[config.mk]
export PLATFORM = sky130hd
export DESIGN_NAME = vector_writeback_stage
export DESIGN_NICKNAME = d
export VERILOG_FILES = /design/src/rtl/vector_writeback_stage.sv
export SDC_FILE = /design/constraint.sdc
export NUM_CORES = 1
export LEC_CHECK = 0
export CORE_AREA = 2 2 237 239
export DETAILED_ROUTE_END_ITERATION = 8
export DIE_AREA = 0 0 239 241
export PLACE_DENSITY_LB_ADDON = 0.08
export SLEW_MARGIN = 20
export SYNTH_ARGS = -nofsm -noshare
export SYNTH_HDL_FRONTEND = slang
export SYNTH_SLANG_ARGS = --single-unit
[constraint.sdc]
create_clock -name clock -period 2.95 [get_ports clock]
set_input_delay 0.7375 -clock clock [delete_from_list [all_inputs] [get_ports clock]]
set_output_delay 0.7375 -clock clock [all_outputs]
set_load 0.01 [all_outputs]
[src/rtl/vector_writeback_stage.sv]
// -----------------------------------------------------------------------------
// vector_writeback_stage
//
// Purpose:
//   Final stage before the vector register file write port. A whole-register
//   result is merged per element with the old destination contents, following
//   RVV mask (vm/v0/vma) and tail (vl/vta) policy for the current SEW. The
//   merged word is queued in a 2-entry in-order FIFO and retired through a
//   valid/ready write port. A registered pending-destination mask lets issue
//   logic stall RAW hazards on registers that still have writes in flight.
//
// Ports:
//   clock, reset_n          rising-edge clock, async active-low reset
//   in_valid / in_ready     result handshake (in_ready depends on state only)
//   in_vd_addr              destination register index
//   in_result, in_old_vd    raw unit result and current destination contents
//   in_v0, in_vm            mask register and unmasked-op flag
//   in_vsew, in_vl          element width code and active element count
//   in_vta, in_vma          tail / mask agnostic policy (agnostic = all ones)
//   wb_valid / wb_ready     VRF write handshake
//   wb_addr, wb_data        head FIFO entry
//   pending_mask            one bit per vr with a queued write
//   illegal_sew             sticky flag: reserved vsew was accepted
//   wb_count                retired writes, wraps modulo 2^32
// -----------------------------------------------------------------------------
module vector_writeback_stage #(
  parameter int VLEN  = 128,
  parameter int DEPTH = 2
) (
  input  logic                        clock,
  input  logic                        reset_n,
  input  logic                        in_valid,
  output logic                        in_ready,
  input  logic [4:0]                  in_vd_addr,
  input  logic [VLEN-1:0]             in_result,
  input  logic [VLEN-1:0]             in_old_vd,
  input  logic [VLEN-1:0]             in_v0,
  input  logic                        in_vm,
  input  logic [2:0]                  in_vsew,
  input  logic [$clog2(VLEN/8):0]     in_vl,
  input  logic                        in_vta,
  input  logic                        in_vma,
  output logic                        wb_valid,
  input  logic                        wb_ready,
  output logic [4:0]                  wb_addr,
  output logic [VLEN-1:0]             wb_data,
  output logic [31:0]                 pending_mask,
  output logic                        illegal_sew,
  output logic [31:0]                 wb_count
);

  localparam int NB   = VLEN / 8;           // bytes per register
  localparam int VL_W = $clog2(NB) + 1;     // width of in_vl
  localparam int IX_W = $clog2(VLEN);       // wide enough to index any v0 bit

  typedef enum logic [1:0] {
    OCC_EMPTY = 2'd0,
    OCC_ONE   = 2'd1,
    OCC_FULL  = 2'd2
  } occ_e;

  occ_e               occ_r;
  logic               wr_ptr_r;
  logic               rd_ptr_r;
  logic [DEPTH-1:0]   ent_valid_r;
  logic [4:0]         ent_addr_r [DEPTH];
  logic [VLEN-1:0]    ent_data_r [DEPTH];
  logic [31:0]        pending_r;
  logic [31:0]        count_r;
  logic               illegal_r;

  logic               accept_s;
  logic               drain_s;
  logic [VLEN-1:0]    merged_s;
  logic [DEPTH-1:0]   ent_valid_nxt_s;
  logic [4:0]         ent_addr_nxt_s [DEPTH];
  logic [31:0]        pending_nxt_s;

  // Per-element mask/tail merge. Every byte of an element shares that
  // element's policy, so the merge is done byte by byte using the byte's
  // element index (byte >> log2(SEW/8)). Reserved vsew passes result through.
  function automatic logic [VLEN-1:0] merge_fn(
    input logic [VLEN-1:0] result,
    input logic [VLEN-1:0] old_vd,
    input logic [VLEN-1:0] v0,
    input logic            vm,
    input logic [2:0]      vsew,
    input logic [VL_W-1:0] vl,
    input logic            vta,
    input logic            vma
  );
    logic [VLEN-1:0] out_v;
    logic [IX_W-1:0] vlmax;
    logic [IX_W-1:0] vl_eff;
    logic [IX_W-1:0] idx;
    logic [1:0]      sh;
    out_v  = result;
    sh     = vsew[1:0];
    vlmax  = IX_W'(NB) >> sh;
    vl_eff = (IX_W'(vl) > vlmax) ? vlmax : IX_W'(vl);
    if (!vsew[2]) begin
      for (int b = 0; b < NB; b++) begin
        idx = IX_W'(b) >> sh;
        if (idx < vl_eff) begin
          if (vm || v0[idx]) begin
            out_v[b*8 +: 8] = result[b*8 +: 8];
          end else if (vma) begin
            out_v[b*8 +: 8] = 8'hFF;
          end else begin
            out_v[b*8 +: 8] = old_vd[b*8 +: 8];
          end
        end else if (vta) begin
          out_v[b*8 +: 8] = 8'hFF;
        end else begin
          out_v[b*8 +: 8] = old_vd[b*8 +: 8];
        end
      end
    end else begin
      out_v = result;
    end
    return out_v;
  endfunction

  assign accept_s = in_valid && (occ_r != OCC_FULL);
  assign drain_s  = (occ_r != OCC_EMPTY) && wb_ready;
  assign merged_s = merge_fn(in_result, in_old_vd, in_v0, in_vm, in_vsew,
                             in_vl, in_vta, in_vma);

  assign in_ready     = (occ_r != OCC_FULL);
  assign wb_valid     = (occ_r != OCC_EMPTY);
  assign wb_addr      = ent_addr_r[rd_ptr_r];
  assign wb_data      = ent_data_r[rd_ptr_r];
  assign pending_mask = pending_r;
  assign illegal_sew  = illegal_r;
  assign wb_count     = count_r;

  // Next per-entry valid/address and the pending mask derived from them, so
  // the registered mask reflects the FIFO contents right after each edge.
  // Accept and drain never target the same slot in the same cycle.
  always_comb begin
    pending_nxt_s   = 32'd0;
    ent_valid_nxt_s = ent_valid_r;
    for (int j = 0; j < DEPTH; j++) begin
      ent_addr_nxt_s[j] = ent_addr_r[j];
      if (accept_s && (wr_ptr_r == 1'(j))) begin
        ent_valid_nxt_s[j] = 1'b1;
        ent_addr_nxt_s[j]  = in_vd_addr;
      end else if (drain_s && (rd_ptr_r == 1'(j))) begin
        ent_valid_nxt_s[j] = 1'b0;
      end else begin
        ent_valid_nxt_s[j] = ent_valid_r[j];
      end
      pending_nxt_s = pending_nxt_s |
                      ({32{ent_valid_nxt_s[j]}} & (32'd1 << ent_addr_nxt_s[j]));
    end
  end

  // Occupancy FSM and FIFO pointers (pointers wrap modulo 2).
  always_ff @(posedge clock or negedge reset_n) begin
    if (!reset_n) begin
      occ_r    <= OCC_EMPTY;
      wr_ptr_r <= 1'b0;
      rd_ptr_r <= 1'b0;
    end else begin
      case (occ_r)
        OCC_EMPTY: begin
          if (accept_s) occ_r <= OCC_ONE;
          else          occ_r <= OCC_EMPTY;
        end
        OCC_ONE: begin
          if (accept_s && !drain_s)      occ_r <= OCC_FULL;
          else if (!accept_s && drain_s) occ_r <= OCC_EMPTY;
          else                           occ_r <= OCC_ONE;
        end
        OCC_FULL: begin
          if (drain_s) occ_r <= OCC_ONE;
          else         occ_r <= OCC_FULL;
        end
        default: occ_r <= OCC_EMPTY;
      endcase
      wr_ptr_r <= accept_s ? ~wr_ptr_r : wr_ptr_r;
      rd_ptr_r <= drain_s  ? ~rd_ptr_r : rd_ptr_r;
    end
  end

  // FIFO storage: merged word, address and slot-valid per entry.
  always_ff @(posedge clock or negedge reset_n) begin
    if (!reset_n) begin
      ent_valid_r <= '0;
      for (int j = 0; j < DEPTH; j++) begin
        ent_addr_r[j] <= 5'd0;
        ent_data_r[j] <= '0;
      end
    end else begin
      ent_valid_r <= ent_valid_nxt_s;
      for (int j = 0; j < DEPTH; j++) begin
        ent_addr_r[j] <= ent_addr_nxt_s[j];
        if (accept_s && (wr_ptr_r == 1'(j))) begin
          ent_data_r[j] <= merged_s;
        end else begin
          ent_data_r[j] <= ent_data_r[j];
        end
      end
    end
  end

  // Status registers: pending mask, sticky reserved-SEW flag, retire count.
  always_ff @(posedge clock or negedge reset_n) begin
    if (!reset_n) begin
      pending_r <= 32'd0;
      illegal_r <= 1'b0;
      count_r   <= 32'd0;
    end else begin
      pending_r <= pending_nxt_s;
      illegal_r <= illegal_r | (accept_s & in_vsew[2]);
      count_r   <= drain_s ? (count_r + 32'd1) : count_r;
    end
  end

endmodule

==> run metrics <==
share of the synthesized area in the top cell type=39.51%; I/O Pins=604; final slew viol count=0; DR vias=21,660; crit path cell chain=buf_12 -> buf_6 -> ha_4 -> inv_6 -> ha_4 -> o21a_4 -> a2bb2oi_4 -> nand2_8 -> nor2_1 -> a21oi_1 -> ha_2 -> o211ai_1 -> a21oi_1 -> mux2i_2 -> buf_6 -> o221ai_1 -> o2111ai_4 -> mux2_4; worst vdd ir=0.0005618 V; gr ovfl total=0; Initial Util=38.90%; # H-tree levels=2; syn_nets=2,748; # port buffers=491; max-cap viol count=0; TritonCTS buffer count=41; placer congestion estimate=0.8821; First-pass DRT Iterations=5; failing checks=negative setup slack; DRT iter0 DRCs=1,319; # rows=86; fin cells=3,710; Sinks on Clock Net=337; global routing's busiest layer=met2; most frequent cell after synthesis=nor2_1; setup TNS=-67,130 ps; vias in the first global route=22,030; Distinct cells, synth=89; Core Util, Final=58.50%; share of layout cells above drive strength 1=26.71%; Tcrit/Tclk final=113.6%; max incr delay on CP=380 ps; Post-synth EDFFs=0; Die Area=57,600 um^2; DRT Wirelength=83,060 um; leading area contributor after synthesis=dfrtp_1; crit path kind=in2reg; Clock Tree Root=clkbuf_16; die width=239 um; Layout area overhead=50.40%; Core Region=54,880 um^2; Critical Path RT=3400 ps; Synth area leaders=dfrtp_1 (40%), mux2_2 (9.0%), nor2_1 (7.6%); largest net degree at the start of global routing=81; Mapped Cells=2,323; Synth Register Bits=337; leak pwr=13.01 nW; Nets=3,392; global-route wire length before repair=126,300 um; CTS tree=yes; critical path's top delay family=compound AO/OA/AOI/OAI gates; Final Setup Violations=336; top post-synthesis cells by count=nor2_1 (434), dfrtp_1 (337), nand2_1 (214); Seq/Total Area, Yosys=39.51%; Worst Tran Pin Value=1093 ps; M3 GR Usage=4.335%; GRT Resource Usage Total=27.93%; post-route worst setup slack=-400.0 ps; RSZ-0062 raised after global routing=true; Yosys warnings=0; Worst Setup Start Kind=input port; synthesized area per cell=9.189 um^2; Post-DP HPWL=59,270 um; Clock Tree Buf Depth=3; Final Hold Vio Count=0; Final Skew=26.76 ps; met1 Use GR=36.43%; status=finished with violations; pre-CTS setup slack=-1576 ps; DRT antenna net count=0; FFs w/ async S/R, synth=100.0%; routed length per instance=22.39 um; crit path max fanout=18; Chip Height=241 um; PD cells=900.3 nW/um^2; Crit path buffers/inverters=4; DP Cell Count=3,603; slew margin rel.=26.58%; Vias per Instance=5.837; Reg clk slew, reported paths=60 ps; mapped cell area=21,350 um^2; later-pin clock latency in the skew report=580 ps; Reg2Reg Setup Slack=470 ps; # DRC=0; Final min period=3350 ps; WP data arrival=3800 ps; Worst Setup End Kind=flop; f_max=298.5 MHz; Post-synth top flop=dfrtp_1; met2 Use GR=47.05%; slowest cell on the critical path=ha_2; worst hold path type=in2async; antenna violations before repair=15
[metrics by stage]
stage / hold WS, ps / instance area, um^2 / total power [mW]
5_1_grt: 23.73 / 32100 / 30.53
3_3_place_gp: 443.7 / 29100 / 22.34
6_report: 30.70 / 32110 / 28.90
4_1_cts: 0.8575 / 31390 / 28.55
2_1_floorplan: 441.9 / 21700 / 15.56
3_5_place_dp: 446.1 / 29100 / 22.64
[metal layers]
layer,vias to the layer above,share of wire [%]
li1,9909,-
met1,10800,42
met2,784,50
met3,148,5.9
met4,14,2.8
met5,-,0.11
[sequential cells by signal, summed over array words and instances (netlist names)]
register      cells
ent_valid_r       2
ent_data_r      256
rd_ptr_r          1
ent_addr_r       10
wb_count         32
pending_mask     32
illegal_sew       1
wr_ptr_r          1
occ_r             2
[worst register-to-register path, cell delays in order, from the launching register on]
cell and delay [ps]:
dfrtp_1 430, nor2b_4 170, inv_1 190, and3_4 340, buf_4 470, buf_4 390, nor2_1 70, a21oi_1 160
o221a_4 190
[cells by family after synthesis]
logic type	synth area share, %
AO/OA/AOI/OAI	23.98
XOR/XNOR	1.354
adder cells (fa/ha/maj)	1.231
buffers and inverters	4.033
flip-flops	39.51
multiplexers	14.06
AND/OR/NAND/NOR	15.83
[power by group]
part           switching, mW  internal, mW
combinational           7.58          8.28
sequential              1.10          6.67
clock                   2.17          3.11
total                   10.8          18.1
[cell type report]
class | instances | area [um^2]
antenna | 7 | 17.52
clock buffer | 54 | 1135
clock inverter | 21 | 260.3
fill | 4613 | 22770
inverter | 53 | 226.5
multi-input combinational | 1786 | 13620
sequential | 337 | 8437
tap | 704 | 880.8
timing repair buffer | 748 | 7526
[final timing paths]
check / start / end / cells after the start
worst min-delay path: reset_n / ent_data_r[33]$_DFFE_PN0P_ / 1
min in group clock: illegal_sew$_DFF_PN0_ / illegal_sew$_DFF_PN0_ / 1
worst min register to register: illegal_sew$_DFF_PN0_ / illegal_sew$_DFF_PN0_ / 1
worst max-delay path: in_vsew[0] / ent_data_r[219]$_DFFE_PN0P_ / 18
max in group asynchronous: reset_n / ent_data_r[225]$_DFFE_PN0P_ / 3
worst max register to register: occ_r[1]$_DFF_PN0_ / ent_data_r[60]$_DFFE_PN0P_ / 8
[cell usage in the layout (no fill, tap or decap), drive strengths merged, types with 7 or more instances in the layout]
| cell | n |
|---|---|
| buf | 262 |
| o22ai | 43 |
| or2 | 19 |
| clkdlybuf4s50 | 477 |
| clkbuf | 54 |
| o21ai | 117 |
| mux2 | 172 |
| o21a | 14 |
| a31oi | 20 |
| inv | 58 |
| nand4 | 11 |
| and2 | 8 |
| o211ai | 16 |
| a21oi | 189 |
| diode | 7 |
| ha | 21 |
| a22oi | 7 |
| mux4 | 23 |
| nor3 | 19 |
| mux2i | 51 |
| o221a | 40 |
| nand2 | 214 |
| nor2 | 440 |
| o2111ai | 8 |
| nand2b | 15 |
| nand3 | 30 |
| o32ai | 14 |
| a221oi | 128 |
| clkinv | 11 |
| xnor2 | 30 |
| o221ai | 24 |
| dfrtp | 337 |
| a2bb2oi | 17 |
| a211oi | 25 |
[timing repair]
item,CTS,global route
hold buffers,0,0
pin swaps,45,59
resized for setup,140,114
endpoints found under the setup margin,385,366
setup buffers,22,10
Note: power is estimated with default switching activity, not from simulation.
